File: src/rtl/reorder_buffer.sv
`default_nettype none
// ==========================================================================
// reorder_buffer : in-order retirement buffer, one alloc / one commit per cycle
// Revision: 1.0
// ==========================================================================
module reorder_buffer #(
  parameter int ROB_DEPTH  = 16,
  parameter int NUM_A_REGS = 32,
  parameter int NUM_P_REGS = 64
) (
  input  logic                            clk,
  input  logic                            rst_n,
  input  logic                            alloc_valid,
  output logic                            alloc_ready,
  input  logic                            alloc_has_dest,
  input  logic [$clog2(NUM_A_REGS)-1:0]   alloc_areg,
  input  logic [$clog2(NUM_P_REGS)-1:0]   alloc_preg,
  input  logic [$clog2(NUM_P_REGS)-1:0]   alloc_old_preg,
  output logic [$clog2(ROB_DEPTH)-1:0]    alloc_tag,
  input  logic                            wb_valid,
  input  logic [$clog2(ROB_DEPTH)-1:0]    wb_tag,
  input  logic                            wb_exception,
  output logic                            commit_valid,
  output logic                            commit_has_dest,
  output logic [$clog2(NUM_A_REGS)-1:0]   commit_areg,
  output logic [$clog2(NUM_P_REGS)-1:0]   commit_preg,
  output logic                            free_valid,
  output logic [$clog2(NUM_P_REGS)-1:0]   free_preg,
  output logic                            flush,
  output logic [$clog2(ROB_DEPTH):0]      count
);

  localparam int IDX_W  = $clog2(ROB_DEPTH);
  localparam int CNT_W  = IDX_W + 1;
  localparam int AREG_W = $clog2(NUM_A_REGS);
  localparam int PREG_W = $clog2(NUM_P_REGS);

  logic [ROB_DEPTH-1:0] valid_q, valid_d, done_q, done_d, exc_q, exc_d;
  logic [IDX_W-1:0]     head_q, head_d, tail_q, tail_d;
  logic [CNT_W-1:0]     count_q, count_d;

  logic                 has_dest_q [ROB_DEPTH];
  logic                 has_dest_d [ROB_DEPTH];
  logic [AREG_W-1:0]    areg_q     [ROB_DEPTH];
  logic [AREG_W-1:0]    areg_d     [ROB_DEPTH];
  logic [PREG_W-1:0]    preg_q     [ROB_DEPTH];
  logic [PREG_W-1:0]    preg_d     [ROB_DEPTH];
  logic [PREG_W-1:0]    old_preg_q [ROB_DEPTH];
  logic [PREG_W-1:0]    old_preg_d [ROB_DEPTH];

  logic head_ready;
  logic alloc_fire;

  // Retire-side outputs are masked while reset is held so nothing leaks out.
  assign head_ready      = valid_q[head_q] & done_q[head_q];
  assign commit_valid    = rst_n & head_ready & ~exc_q[head_q];
  assign flush           = rst_n & head_ready &  exc_q[head_q];
  assign alloc_ready     = ~rst_n | ((count_q < CNT_W'(ROB_DEPTH)) & ~flush);
  assign alloc_fire      = alloc_valid & alloc_ready;
  assign alloc_tag       = tail_q;
  assign count           = count_q;
  assign commit_has_dest = has_dest_q[head_q];
  assign commit_areg     = areg_q[head_q];
  assign commit_preg     = preg_q[head_q];
  assign free_valid      = commit_valid & has_dest_q[head_q];
  assign free_preg       = old_preg_q[head_q];

  always_comb begin
    valid_d    = valid_q;
    done_d     = done_q;
    exc_d      = exc_q;
    head_d     = head_q;
    tail_d     = tail_q;
    count_d    = count_q;
    has_dest_d = has_dest_q;
    areg_d     = areg_q;
    preg_d     = preg_q;
    old_preg_d = old_preg_q;
    if (flush) begin
      valid_d = '0;
      done_d  = '0;
      exc_d   = '0;
      head_d  = '0;
      tail_d  = '0;
      count_d = '0;
    end else begin
      if (wb_valid && valid_q[wb_tag]) begin
        done_d[wb_tag] = 1'b1;
        exc_d[wb_tag]  = wb_exception;
      end
      if (commit_valid) begin
        valid_d[head_q] = 1'b0;
        head_d          = head_q + 1'b1;
      end
      // The tail slot is never the head being written back unless full, so no overlap.
      if (alloc_fire) begin
        valid_d[tail_q]    = 1'b1;
        done_d[tail_q]     = 1'b0;
        exc_d[tail_q]      = 1'b0;
        has_dest_d[tail_q] = alloc_has_dest;
        areg_d[tail_q]     = alloc_areg;
        preg_d[tail_q]     = alloc_preg;
        old_preg_d[tail_q] = alloc_old_preg;
        tail_d             = tail_q + 1'b1;
      end
      case ({alloc_fire, commit_valid})
        2'b10:   count_d = count_q + 1'b1;
        2'b01:   count_d = count_q - 1'b1;
        default: count_d = count_q;
      endcase
    end
  end

  always_ff @(posedge clk) begin
    if (!rst_n) begin
      valid_q <= '0;
      done_q  <= '0;
      exc_q   <= '0;
      head_q  <= '0;
      tail_q  <= '0;
      count_q <= '0;
    end else begin
      valid_q <= valid_d;
      done_q  <= done_d;
      exc_q   <= exc_d;
      head_q  <= head_d;
      tail_q  <= tail_d;
      count_q <= count_d;
    end
  end

  always_ff @(posedge clk) begin
    has_dest_q <= has_dest_d;
    areg_q     <= areg_d;
    preg_q     <= preg_d;
    old_preg_q <= old_preg_d;
  end

endmodule
`default_nettype wire

File: config.mk
export PLATFORM = sky130hd
export DESIGN_NAME = reorder_buffer
export DESIGN_NICKNAME = d
export VERILOG_FILES = /design/src/rtl/reorder_buffer.sv
export SDC_FILE = /design/constraint.sdc
export NUM_CORES = 1
export LEC_CHECK = 0
export CAP_MARGIN = 10
export CORE_AREA = 2 2 204 206
export DETAILED_ROUTE_END_ITERATION = 8
export DIE_AREA = 0 0 206 208
export SYNTH_ARGS = -nofsm -noshare
export SYNTH_HDL_FRONTEND = slang
export SYNTH_SLANG_ARGS = --single-unit
File: constraint.sdc
create_clock -name clk -period 12 [get_ports clk]
set_clock_uncertainty 0.1 [all_clocks]
set_input_delay 1.2 -clock clk [delete_from_list [all_inputs] [get_ports clk]]
set_output_delay 1.2 -clock clk [all_outputs]
set_load 0.02 [all_outputs]
Yosys cells after proc, flatten, opt, wreduce, memory -nomap -nowiden. Index checks and enable logic that the tools add are counted.

Output and inout port bits: 31. Input port bits: 27. Bits in registers: 349.

Reductions and logical operators: 8. Add/sub/neg operators: 4. Equality and inequality tests: 2. Bitwise gates (word level): 20. Multiplexer cells: 47. Magnitude comparators: 10.

Operators by type and width (count): 96-bit bitwise mux (2); 16-bit 2-to-1 mux (9); 80-bit bitwise mux (1); 16-bit bitwise AND (3); 6-bit binary-select mux with 4-bit select (2); 16-bit bitwise mux (2); 16-bit inverter (2); 16-bit bitwise OR (2); 6-bit 2-to-1 mux (5); 6-bit demux with 4-bit select (1); 1-bit binary-select mux with 4-bit select (5); 5-bit binary-select mux with 4-bit select (1); 5-bit demux with 4-bit select (1); 1-bit demux with 4-bit select (4); 4-bit by 5-bit < comparator with 1-bit output, second input constant (3); 5-bit 2-to-1 mux (3); 4-bit by 1-bit greater-or-equal comparator with 1-bit output, second input constant (3); 5-bit greater-or-equal comparator, second input constant (2); 1-bit 2-to-1 mux (10); 4-bit inverter with 5-bit output (2); 5-bit case mux with 2 select lines (1); 4-bit by 1-bit adder with 4-bit output, second input constant (2); 1-bit bitwise AND (7); 5-bit by 1-bit adder with 5-bit output, second input constant (1); 11 further kinds (17).

Longest topological paths before layout. Gate-level depths: netlist (run 1).

Depth after elaboration: 11. Depth in mapped cells: 18.

Worst setup path before layout (run 1). Ideal clock, no wire load.

Kind: reg2reg. Start: register head_q[0]. End: register count_q[4], in the netlist count[4]. Period minus slack after synthesis: 3856 ps. Data required time: 11830 ps. Cell stages (with the launch flop): 19. Arrival time: 3685 ps. Path slack: 8144 ps. Cell sequence: dfxtp_1 > buf_6 > buf_6 > mux4_2 > a22oi_2 > nand2_2 > nand4b_4 > buf_2 > inv_2 > ha_1 > clkbuf_1 > xor2_1 > ha_1 > o21a_1 > o22a_1 > a21oi_1 > xor2_1 > or3_1 > a21oi_1.

Elaborated cells on any way between the ends: 20.

RTL lines: start: declaration (RTL line 39) `logic [IDX_W-1:0] head_q, head_d, tail_q, tail_d;`; start signal: assignment (RTL line 119) `head_q <= '0;`; start signal: assignment (RTL line 126) `head_q <= head_d;`; 1-bit binary-select mux with 4-bit select (RTL line 55) `assign head_ready = valid_q[head_q] & done_q[head_q];`; 1-bit 2-to-1 mux (implied by the code) (RTL line 55); 1-bit bitwise AND (RTL line 55); 1-bit bitwise AND (RTL line 56) `assign commit_valid = rst_n & head_ready & ~exc_q[head_q];`; 1-bit bitwise AND (*) (RTL line 56); net commit_valid (RTL line 23) `output logic commit_valid,`; 2-bit by 1-bit equality test with 1-bit output or 2-bit equality test (tied branches) (RTL line 106) `case ({alloc_fire, commit_valid})`; 5-bit case mux with 2 select lines or 2-bit nonzero test (tied branches); end signal: assignment (RTL line 128) `count_q <= count_d;`; end: declaration (RTL line 40) `logic [CNT_W-1:0] count_q, count_d;`.

The timed path passes the listed nets; every way through them passes the cells marked *. The select of a mux whose other input is x is not followed. A chain may end at the register's enable or synchronous reset.

Final worst setup path (run 1).
Start: register head_q[0]. End: output port free_valid.

Longest elaborated chain between the ends: 6. Elaborated cells on any way between the ends: 15.

Ends and longest elaborated chain: 1-bit binary-select mux with 4-bit select (RTL line 55); 1-bit 2-to-1 mux (implied by the code) (RTL line 55); 1-bit bitwise AND (RTL line 55); 1-bit bitwise AND (2 in series) (RTL line 56); 1-bit bitwise AND (*) (RTL line 65) `assign free_valid = commit_valid & has_dest_q[head_q];`; end: declaration (RTL line 27) `output logic free_valid,`.

Mark *: on every way between the ends. The rest lies on a longest branch, timed or not. The select of a mux whose other input is x is not followed.

==> results of run 1 <==
-- power by group through the flow --
stage / combinational, mW / clock [mW] / sequential [mW]
2_1_floorplan: 0.0417 / 0 / 1.36
3_3_place_gp: 0.0907 / 0 / 1.36
3_5_place_dp: 0.0918 / 0 / 1.36
4_1_cts: 0.0921 / 1.13 / 1.33
5_1_grt: 0.0987 / 1.18 / 1.33
6_report: 0.0909 / 1.11 / 1.33
-- layout make-up --
class / count / area [µm²]
clock buffers: 52 / 1035
clock inverters: 16 / 150.1
fillers: 3637 / 24010
inverters: 13 / 48.80
multi-input cells: 385 / 4041
flip-flops and latches: 349 / 9878
well taps: 532 / 665.6
repair buffers: 77 / 720.7
-- synth_stat cells --
master	n	area, µm²
a21boi_0	1	7.510
clkinv_1	4	15.01
o21ai_1	6	30.03
a22oi_2	2	25.02
and2_1	2	12.51
buf_2	16	80.08
or3b_2	1	8.760
or3_1	4	25.02
nand4b_1	1	8.760
mux4_2	106	2387
a21oi_1	14	70.07
o22a_1	1	8.760
dfxtp_1	61	1221
o21a_1	1	7.510
nand3_2	1	10.01
nand3b_1	4	30.03
o22ai_1	1	6.260
or2_2	1	6.260
ha_1	12	150.1
inv_2	1	3.750
edfxtp_1	288	8648
buf_6	3	33.78
buf_1	5	18.77
xnor2_1	3	26.28
nand4b_4	1	23.77
nand2_2	4	25.02
a22oi_1	5	37.54
nand3_1	7	35.03
nand4_1	2	12.51
nor3_1	68	340.3
clkbuf_1	21	78.83
nand2b_1	3	18.77
nor2_1	70	262.8
nor2b_1	7	43.79
o21ai_0	1	5.000
a21o_1	1	7.510
inv_1	8	30.03
xor2_1	6	52.55
nand2_1	31	116.4
mux2i_1	18	180.2
-- worst min path at each step --
stage                            from           to
after detailed placement   done_q[14]   done_q[14]
final                      done_q[14]   done_q[14]
after global placement      done_q[1]    done_q[1]
after CTS                  done_q[14]   done_q[14]
after floorplan           valid_q[11]  valid_q[11]
after global routing       done_q[14]   done_q[14]
-- per-stage QoR --
step | setup WS, ns | cells
finish | 6.456 | 1424
CTS | 6.349 | 1424
detailed placement | 6.908 | 1356
floorplan | 8.144 | 792
global placement | 6.908 | 1356
global route | 6.123 | 1424
-- metal layers --
metal  part of all wire  vias up
met3              0.062       37
met2               0.48      251
met4              0.016        0
li1                   -     3286
met5                  0        -
met1               0.45     3900
-- state kept, by name, summed over array words and instances (netlist names) --
name and cells:
valid_q 16, alloc_tag 4, head_q 4, preg_q 96, done_q 16, has_dest_q 16
old_preg_q 96, count 5, exc_q 16, areg_q 80
-- cells by family after synthesis --
logic type / share of synthesized area
flip-flops: 0.6994
AND/OR/NAND/NOR: 0.06943
multiplexers: 0.1819
buffers and inverters: 0.01844
AO/OA/AOI/OAI: 0.01454
adder cells (fa/ha/maj): 0.01064
XOR/XNOR: 0.005586
-- worst max-delay path, cell delays in order, from the launching register on --
cell	delay (ns)
dfxtp_4	0.95
buf_4	0.82
mux4_2	0.59
mux4_2	0.53
nor2b_1	0.16
clkdlybuf4s50_1	0.56
==> flow_summary.yaml, run 1 <==
clock_network:
  clock_path_buffers: 3
  cts-hold-fix-buffers: 0
  ctsHtreeMaxLevel: 2
  clk_latency_ns: 0.53
  cts_setup_buffers: 0
  cts_resized: 0
  cts.sinks: 349
  cts_tree: "yes"
  numCtsBuffers: 38
  path_clk_slew_ns: 0.06
  root_buffer: "clkbuf_16"
sta:
  worst_slew_pin_slew_ns: 1.178
  setup_tns_ns: 0
  finalSetupViolations: 0
  whs_ns: 0.3913
  fmax_ghz: 0.1804
  min_period_ns: 5.544
  slew_headroom: 0.2119
  grt_setup_unrepaired: "false"
  hold_viol: 0
  slew_viol_final: 0
  period_share: 0.4620
die:
  die-area_mm2: 0.04285
  num_io_pins: 58
  core_area_mm2: 0.04055
  num_rows: 74
  die_w_um: 206
  die_y_um: 208
  initial_core_util: 0.3480
pwr:
  switching_share: 0.2063
  pwr-share-comb: 0.036
  clockPowerShare: 0.439
  power_switching_mw: 0.5230
  p_leak_nw: 5.054
  internal-power_mw: 2.012
  seq_power_share: 0.525
  power_mw: 2.535
  max-vdd-ir-drop_mv: 0.08230
  power_density_mw_per_mm2: 153.3
yosys:
  yosysSeqAreaShare: 0.6994
  netlist_area_mm2: 0.01411
  ys_warn_count: 0
  ys_ff_latch: 349
  synth_area_per_cell_um2: 17.82
  syn_nets: 831
  syn_inst: 792
  synth_cell_types: 40
critical_path:
  rr_endpoint: "count[4]"
  critPathArrivalTime_ns: 4.24
  cp_max_fo: 47
  critical_path.endpoint: "free_valid"
  critPathLaunchType: "register"
  crit_start: "head_q[0]"
  critPathRequiredTime_ns: 10.70
  critical_path_class: "register to primary output"
  r2r-start: "head_q[0]"
  reg2reg_depth: 14
  cp-end-kind: "primary output"
  reg2reg_setup_slack_ns: 7.45
grt:
  antenna_found_initial: 0
  grt_max_degree: 60
  grt_pass1_wl_um: 48250
  grtUsageMet3: 0.02397
  met2_usage: 0.2339
  globalRouteOverflowTotal: 0
  gr-max-usage-layer: "met2"
  grt_use_total: 0.1504
  grt_pass1_vias: 7712
  met1_usage: 0.2197
detailed_routing:
  drt_iter0_drc: 744
  avgViaCountPerCell: 5.249
  wl_um: 31770
  via_count: 7474
  ant_nets: 0
  post-route-drc-count: 0
  wl_per_cell_um: 22.31
  dr.pass1.iters: 5
placed_design:
  portBuffers: 57
  place_area_mm2: 0.01535
  hpwl_um: 17770
  place_congestion: 0.7643
finish:
  area_growth_pct: 17.21
  fin_area_mm2: 0.01654
  mostFrequentLayoutCell: "edfxtp_1"
  finish.utilization: 0.4078
  most-common-layout-cells: "288 x edfxtp_1, 106 x mux4_2, 70 x nor2_1"
  layout-drive-gt1-share: 0.2287
  nets: 903
  antenna-diode-count: 0
hold_path:
  min_path_type: "register to register"
  hold_depth: 2
job:
  drv_cap: 0
outcome:
  status: "finished clean"
(Power assumes the default switching activity.)
==> run 2: changes to the inputs <==
==> constraint.sdc (replaced) <==
create_clock -name clk -period 5.03 [get_ports clk]
set_clock_uncertainty 0.1 [all_clocks]
set_input_delay 0.503 -clock clk [delete_from_list [all_inputs] [get_ports clk]]
set_output_delay 0.503 -clock clk [all_outputs]
set_load 0.02 [all_outputs]
==> run 2 against run 1 <==
  * Via count fell by 2.5%
  * Combinational power rose by 140%
  * Non-clock buffer count up 1
==> flow_summary.yaml, run 2 (synthesis gave the netlist of run 1 again) <==
placed_design:
  hpwl_um: 17530
  place_congestion: 0.8193
  preCtsSetupSlack_ns: 1.072
  portBuffers: 57
detailed_routing:
  wl_per_cell_um: 21.91
  wl_um: 31220
  dr.pass1.iters: 4
  avgViaCountPerCell: 5.113
  via_count: 7286
  post-route-drc-count: 0
  ant_nets: 0
  drt_iter0_drc: 599
outcome:
  status: "finished clean"
critical_path:
  cp-end-kind: "primary output"
  cpMostUsedCell: "mux4_2"
  critPathRequiredTime_ns: 4.43
  worstPathCellList: "buf_4, mux4_2, mux4_2, nor2b_1, clkdlybuf4s50_1"
  cp_top_family: "buffers and inverters"
  cp_max_fo: 54
  critPathLaunchType: "register"
  critical_path_class: "register to primary output"
  slowest_delay_ns: 0.74
  crit_slowest_cell: "buf_4"
  worst-path-buf-inv: 2
  critPathArrivalTime_ns: 3.64
hold_path:
  min_path_type: "register to register"
sta:
  min_period_ns: 4.244
  setup_slack_ns: 0.7865
  finalSetupViolations: 0
  slew_viol_final: 0
  setup_tns_ns: 0
  slew_headroom: 0.2213
  grt_setup_unrepaired: "false"
  worst_slew_pin_slew_ns: 1.164
  hold_viol: 0
  fmax_ghz: 0.2357
  period_share: 0.8436
clock_network:
  cts.sinks: 349
  cts_tree: "yes"
  cts_setup_buffers: 0
  cts-hold-fix-buffers: 0
  path_clk_slew_ns: 0.06
  cts_resized: 0
  clk_latency_ns: 0.52
  ctsHtreeMaxLevel: 2
  numCtsBuffers: 38
  root_buffer: "clkbuf_16"
  clock_path_buffers: 3
grt:
  grt_use_total: 0.1478
  grt_max_degree: 75
  grt_pass1_vias: 7575
  grt_pass1_wl_um: 47060
  globalRouteOverflowTotal: 0
  antenna_found_initial: 0
finish:
  top_regs: "old_preg_q (96), preg_q (96), areg_q (80)"
  nets: 904
  most-common-layout-cells: "288 x edfxtp_1, 106 x mux4_2, 70 x nor2_1"
  antenna-diode-count: 0
  register_area_mm2: 0.009878
  multi_input_area_mm2: 0.004041
  finish.utilization: 0.4078
  nFillCells: 3653
  area_growth_pct: 17.19
  layout-drive-gt1-share: 0.2307
  mostFrequentLayoutCell: "edfxtp_1"
die:
  num_io_pins: 58
  die_w_um: 206
  die_y_um: 208
  num_rows: 74
  die-area_mm2: 0.04285
  initial_core_util: 0.3480
  core_area_mm2: 0.04055
pwr:
  power_density_mw_per_mm2: 361.7
  p_leak_nw: 5.046
  power_mw: 5.982
  max-vdd-ir-drop_mv: 0.1905
job:
  drv_cap: 0
-- run 2: cell count changes in the layout (fill, tap and decap cells not counted), sizes merged --
cell,previous run,this run
clkinvlp,1,3
clkinv,15,23
buf,20,21
clkbuf,52,42
-- run 2: tightest hold or removal path, cell delays in order (launching register included) --
cell and delay (ns):
dfxtp_1 0.31, nor2_1 0.10, nor3_1 0.05
-- run 2: cell type report --
| cell class | count | area share |
|---|---|---|
| Multi-Input combinational cell | 385 | 0.2444 |
| Sequential cell | 349 | 0.5973 |
| Tap cell | 532 | 0.04025 |
| Timing Repair Buffer | 78 | 0.04479 |
| Clock inverter | 26 | 0.01188 |
| Clock buffer | 42 | 0.05841 |
| Inverter | 13 | 0.002951 |
-- run 2: worst paths after layout --
check / cells after the start / start / slack, ns / to
setup reg to reg: 14 / head_q[0] / 1.10 / count[4]
hold / removal: 2 / done_q[14] / 0.40 / done_q[14]
hold reg to reg: 2 / done_q[14] / 0.40 / done_q[14]
setup / recovery: 5 / head_q[1] / 0.79 / free_valid
-- run 2: routing by layer --
metal  GRT usage  share of wire  up-vias
met3     0.02475          0.045       39
met5           0              0        -
met4     0.03892          0.018        0
met2      0.2436           0.49      161
li1            -              -     3284
met1      0.2032           0.44     3802
-- run 2: power breakdown --
part | switching [mW] | internal [mW] | total (mW)
Clock | 1.10 | 1.49 | 2.59
Sequential | 0.0144 | 3.16 | 3.18
Combinational | 0.132 | 0.0860 | 0.218
-- run 2: metrics by stage --
stage / cell area [µm²] / hold slack, ns / instances
after global placement: 15370 / 0.3879 / 1357
after global routing: 16540 / 0.4331 / 1425
after CTS: 16540 / 0.3961 / 1425
after floorplan: 14110 / 0.3626 / 792
after detailed placement: 15370 / 0.3869 / 1357
final: 16540 / 0.3986 / 1425
